File: src/rtl/fifo_param.sv
// fifo_param: parametrised single-clock FIFO with occupancy count,
// programmable almost-full/almost-empty flags, sticky overflow/underflow
// flags, and a choice of registered or first-word-fall-through read output.
//
// Handshake: en_in is a write request that is taken on a rising edge when
// the FIFO is not full, or when it is full but a read is taken on the same
// edge. en_out is a read request that is taken on a rising edge only when
// the FIFO is not empty. A request that is not taken changes no state
// except the sticky error flags. There is no back-pressure output besides
// full/empty; the producer and consumer watch those.
module fifo_param #(
    parameter int WIDTH     = 4,
    parameter int DEPTH     = 8,
    parameter int AFULL_TH  = 6,
    parameter int AEMPTY_TH = 2,
    parameter int FWFT      = 0
) (
    input  logic                     clk,
    input  logic                     rst,
    input  logic                     en_in,
    input  logic [WIDTH-1:0]         in,
    input  logic                     en_out,
    output logic [WIDTH-1:0]         out,
    output logic                     empty,
    output logic                     full,
    output logic                     almost_full,
    output logic                     almost_empty,
    output logic [$clog2(DEPTH):0]   count,
    output logic                     overflow,
    output logic                     underflow
);

    localparam int AW = $clog2(DEPTH);
    localparam int CW = AW + 1;

    localparam logic [CW-1:0] DEPTH_C  = CW'(DEPTH);
    localparam logic [CW-1:0] AFULL_C  = CW'(AFULL_TH);
    localparam logic [CW-1:0] AEMPTY_C = CW'(AEMPTY_TH);

    logic [WIDTH-1:0] mem [DEPTH];

    logic [AW-1:0] wr_ptr_q, wr_ptr_d;
    logic [AW-1:0] rd_ptr_q, rd_ptr_d;
    logic [CW-1:0] count_q, count_d;
    logic          overflow_q, overflow_d;
    logic          underflow_q, underflow_d;

    logic wr_ok;
    logic rd_ok;

    // Flags are pure decodes of the registered count, so they move on the
    // same edge as the count itself.
    assign empty        = (count_q == '0);
    assign full         = (count_q == DEPTH_C);
    assign almost_full  = (count_q >= AFULL_C);
    assign almost_empty = (count_q <= AEMPTY_C);
    assign count        = count_q;
    assign overflow     = overflow_q;
    assign underflow    = underflow_q;

    // Accept decisions and next-state values for pointers, count and errors.
    always_comb begin
        wr_ok       = en_in && (!full || en_out);
        rd_ok       = en_out && !empty;
        wr_ptr_d    = wr_ptr_q + AW'(wr_ok);
        rd_ptr_d    = rd_ptr_q + AW'(rd_ok);
        count_d     = count_q + CW'(wr_ok) - CW'(rd_ok);
        overflow_d  = overflow_q || (en_in && full && !en_out);
        underflow_d = underflow_q || (en_out && empty);
    end

    // Control state: pointers, occupancy and the sticky error flags.
    always_ff @(posedge clk) begin
        if (rst) begin
            wr_ptr_q    <= '0;
            rd_ptr_q    <= '0;
            count_q     <= '0;
            overflow_q  <= 1'b0;
            underflow_q <= 1'b0;
        end else begin
            wr_ptr_q    <= wr_ptr_d;
            rd_ptr_q    <= rd_ptr_d;
            count_q     <= count_d;
            overflow_q  <= overflow_d;
            underflow_q <= underflow_d;
        end
    end

    // Storage array; not cleared by reset since an empty FIFO hides it.
    always_ff @(posedge clk) begin
        if (!rst && wr_ok) begin
            mem[wr_ptr_q] <= in;
        end
    end

    if (FWFT != 0) begin : g_fwft
        // Head word is presented directly; zero while nothing is stored.
        assign out = empty ? '0 : mem[rd_ptr_q];
    end else begin : g_reg
        logic [WIDTH-1:0] out_q;

        // Registered read port: loads the head word only on an accepted read.
        always_ff @(posedge clk) begin
            if (rst) begin
                out_q <= '0;
            end else if (rd_ok) begin
                out_q <= mem[rd_ptr_q];
            end
        end

        assign out = out_q;
    end

endmodule

File: config.mk
export PLATFORM = sky130hd
export DESIGN_NAME = fifo_param
export DESIGN_NICKNAME = d
export VERILOG_FILES = /design/src/rtl/fifo_param.sv
export SDC_FILE = /design/constraint.sdc
export NUM_CORES = 1
export LEC_CHECK = 0
export ABC_AREA = 0
export CORE_MARGIN = 5
export CORE_UTILIZATION = 55
export DETAILED_ROUTE_END_ITERATION = 8
export DONT_BUFFER_PORTS = 1
export PLACE_DENSITY = 0.7
export SYNTH_ARGS = -nofsm -noshare
export SYNTH_HDL_FRONTEND = slang
export SYNTH_SLANG_ARGS = --single-unit
File: constraint.sdc
create_clock -name clk -period 4.5 [get_ports clk]
set_clock_uncertainty 0.15 [all_clocks]
set_input_delay 0.9 -clock clk [delete_from_list [all_inputs] [get_ports clk]]
set_output_delay 0.9 -clock clk [all_outputs]
set_load 0.05 [all_outputs]
==> results.ini <==
[outcome]
status=completed

[yosys]
synthDistinctLibCells=28
ys_warn_count=0
syn_avg_cell_area_um2=14.0
synth_top_area_cell=edfxtp_1
syn_inst=147
syn_area_um2=2060
yosysTopAreaCellShare_pct=46.7
synth_nets=168
ys_top_cells_by_area=edfxtp_1, dfxtp_1, mux2i_1, ha_1, a22oi_1
ys_seq_elements=48
ys_seq_area_share_pct=62.3

[detailed_routing]
drc=0
drt_iter0_drc=39
first_pass_iters=4
routed_wl_um=3430
vias=1091
postRouteAntennaNets=0
vias_per_cell=5.46
wl_per_cell_um=17.2

[clock_network]
clock_path_buffers=2
post_cts_buffers=0
htreeDepth=2
cts_buffers=5
cts_tree=yes
clk_latency_ns=0.29
holdBufCountCts=0
cts_resized=0
cts_sinks=48
clk_pin_slew_ns=0.08
cts-root-buf=clkbuf_8

[sta]
final_max_slew_viol_count=0
finalCriticalPeriod_ns=3.34
tns_ns=0
finalCritPeriodShare_pct=74.3
finalWorstSetupSlack_ns=1.16
rsz0062_at_grt=no
tightest_slew_ns=0.987
setup_viol=0
final-hold-violation-count=0
whs_ns=0.387
max-slew-margin-rel_pct=33.9
fmax_mhz=299

[grt]
grt_max_degree=18
grt_pass1_vias=1197
grt-ovfl-total=0
grt_pass1_wl_um=5840
antenna_found_initial=0
grt_util_all_layers_pct=15.4

[placed_design]
place_area_um2=2100
dp_slack_ns=1.14
place_hpwl_um=2560
io_buffers=0
place_congestion=0.754

[power_and_ir_drop]
pwr_density_cell_nw_per_um2=575
p_leak_nw=0.775
ir_drop_mv=0.352

[floorplanning]
die_w_um=71.2
io_pins=22
core_um2=3630
die_y_um=71.2
dieArea_um2=5060
start_util_pct=56.6
rows=22

[finish]
design_area_um2=2180
final_layout_size_suffix_gt1_share_pct=8.55
syn2layout_area_growth_pct=6.08
antenna_cells=0
layout.nets=172

[worst_setup_path]
cp-start-kind=flip-flop
path_class=flip-flop to flip-flop
cp.required_ns=4.55
crit_arrival_ns=3.39
path_max_fanout=4
cp-end-kind=flip-flop

[run]
max-cap-violations=0

[hold_path]
hold_path.class=flip-flop to flip-flop

-- flip-flops by register name, indices dropped and copies added, names as in the netlist --
name	cells
underflow	1
mem	32
out	4
overflow	1
wr_ptr_q	3
count	4
rd_ptr_q	3
-- placed cells by master, fill, tap and decap left out, drive strengths merged --
cell and n:
a21o 1, a21oi 3, a22o 1, a22oi 8, a32o 4, and2 1
clkbuf 5, clkinv 3, dfxtp 16, edfxtp 32, fa 1, ha 12
inv 6, mux2i 16, nand2 4, nand2b 3, nor2 15, nor2b 9
nor3 2, nor3b 3, nor4b 1, or3 1, or3b 1, xnor2 4
-- cells by family after synthesis --
family,synth area share [%]
adder cells (fa/ha/maj),8.27
flip-flops,62.3
buffers and inverters,2.19
multiplexers,7.79
AND/OR/NAND/NOR,11.4
XOR/XNOR,1.70
AO/OA/AOI/OAI,6.39
-- cells in the mapped netlist, drive strengths merged --
cell and n:
a21o 1, a21oi 3, a22o 1, a22oi 8, a32o 4, and2 1
buf 2, clkbuf 1, dfxtp 16, edfxtp 32, fa 1, ha 12
inv 6, mux2i 16, nand2 4, nand2b 3, nor2 15, nor2b 9
nor3 2, nor3b 3, nor4b 1, or3 1, or3b 1, xnor2 4
-- per-stage QoR --
step,std cells,utilization [%],power [mW]
floorplan,147,-,0.978
global placement,192,57.8,1.02
detailed placement,192,57.8,1.03
CTS,200,60.1,1.27
global route,200,60.1,1.33
finish,200,60.1,1.25
-- final timing paths --
check | start | endpoint | slack (ns) | cells past startpoint
setup / recovery | count[3] | count[2] | 1.16 | 10
hold / removal | wr_ptr_q[2] | wr_ptr_q[2] | 0.39 | 2
setup reg to reg | count[3] | count[2] | 1.16 | 10
hold reg to reg | wr_ptr_q[2] | wr_ptr_q[2] | 0.39 | 2
-- final cells by class --
cell class                      count  area [um^2]
Fill cell                         294         1450
Sequential cell                    48         1280
Multi-Input combinational cell     90          736
Clock buffer                        5         68.8
Tap cell                           48         60.1
Inverter                            6         22.5
Clock inverter                      3         13.8
-- worst max-delay path, cell delays in order (launching register included) --
cell and delay, ns:
dfxtp_1 0.50, inv_1 0.23, ha_1 0.18, nor3b_2 0.79
nor2b_1 0.21, ha_1 0.34, inv_1 0.04, ha_1 0.20
fa_1 0.39, xnor2_1 0.15, nor2_1 0.06
-- layer usage --
layer / global-route usage (%) / share of wire [%] / vias up
li1: - / - / 544
met2: 25.9 / 50 / 16
met1: 18.6 / 44 / 524
met3: 5.11 / 4.2 / 7
met4: 5.01 / 1.3 / 0
met5: 0 / 0 / -
-- report_power, final --
part           switching [mW]  internal, mW  leakage (nW)  total, mW
clock network           0.131         0.105        0.0453      0.236
logic                   0.188         0.144         0.309      0.333
registers               0.170         0.515         0.420      0.685
total                   0.489         0.765         0.775       1.25
No activity file was read; power rests on OpenSTA's default activity.
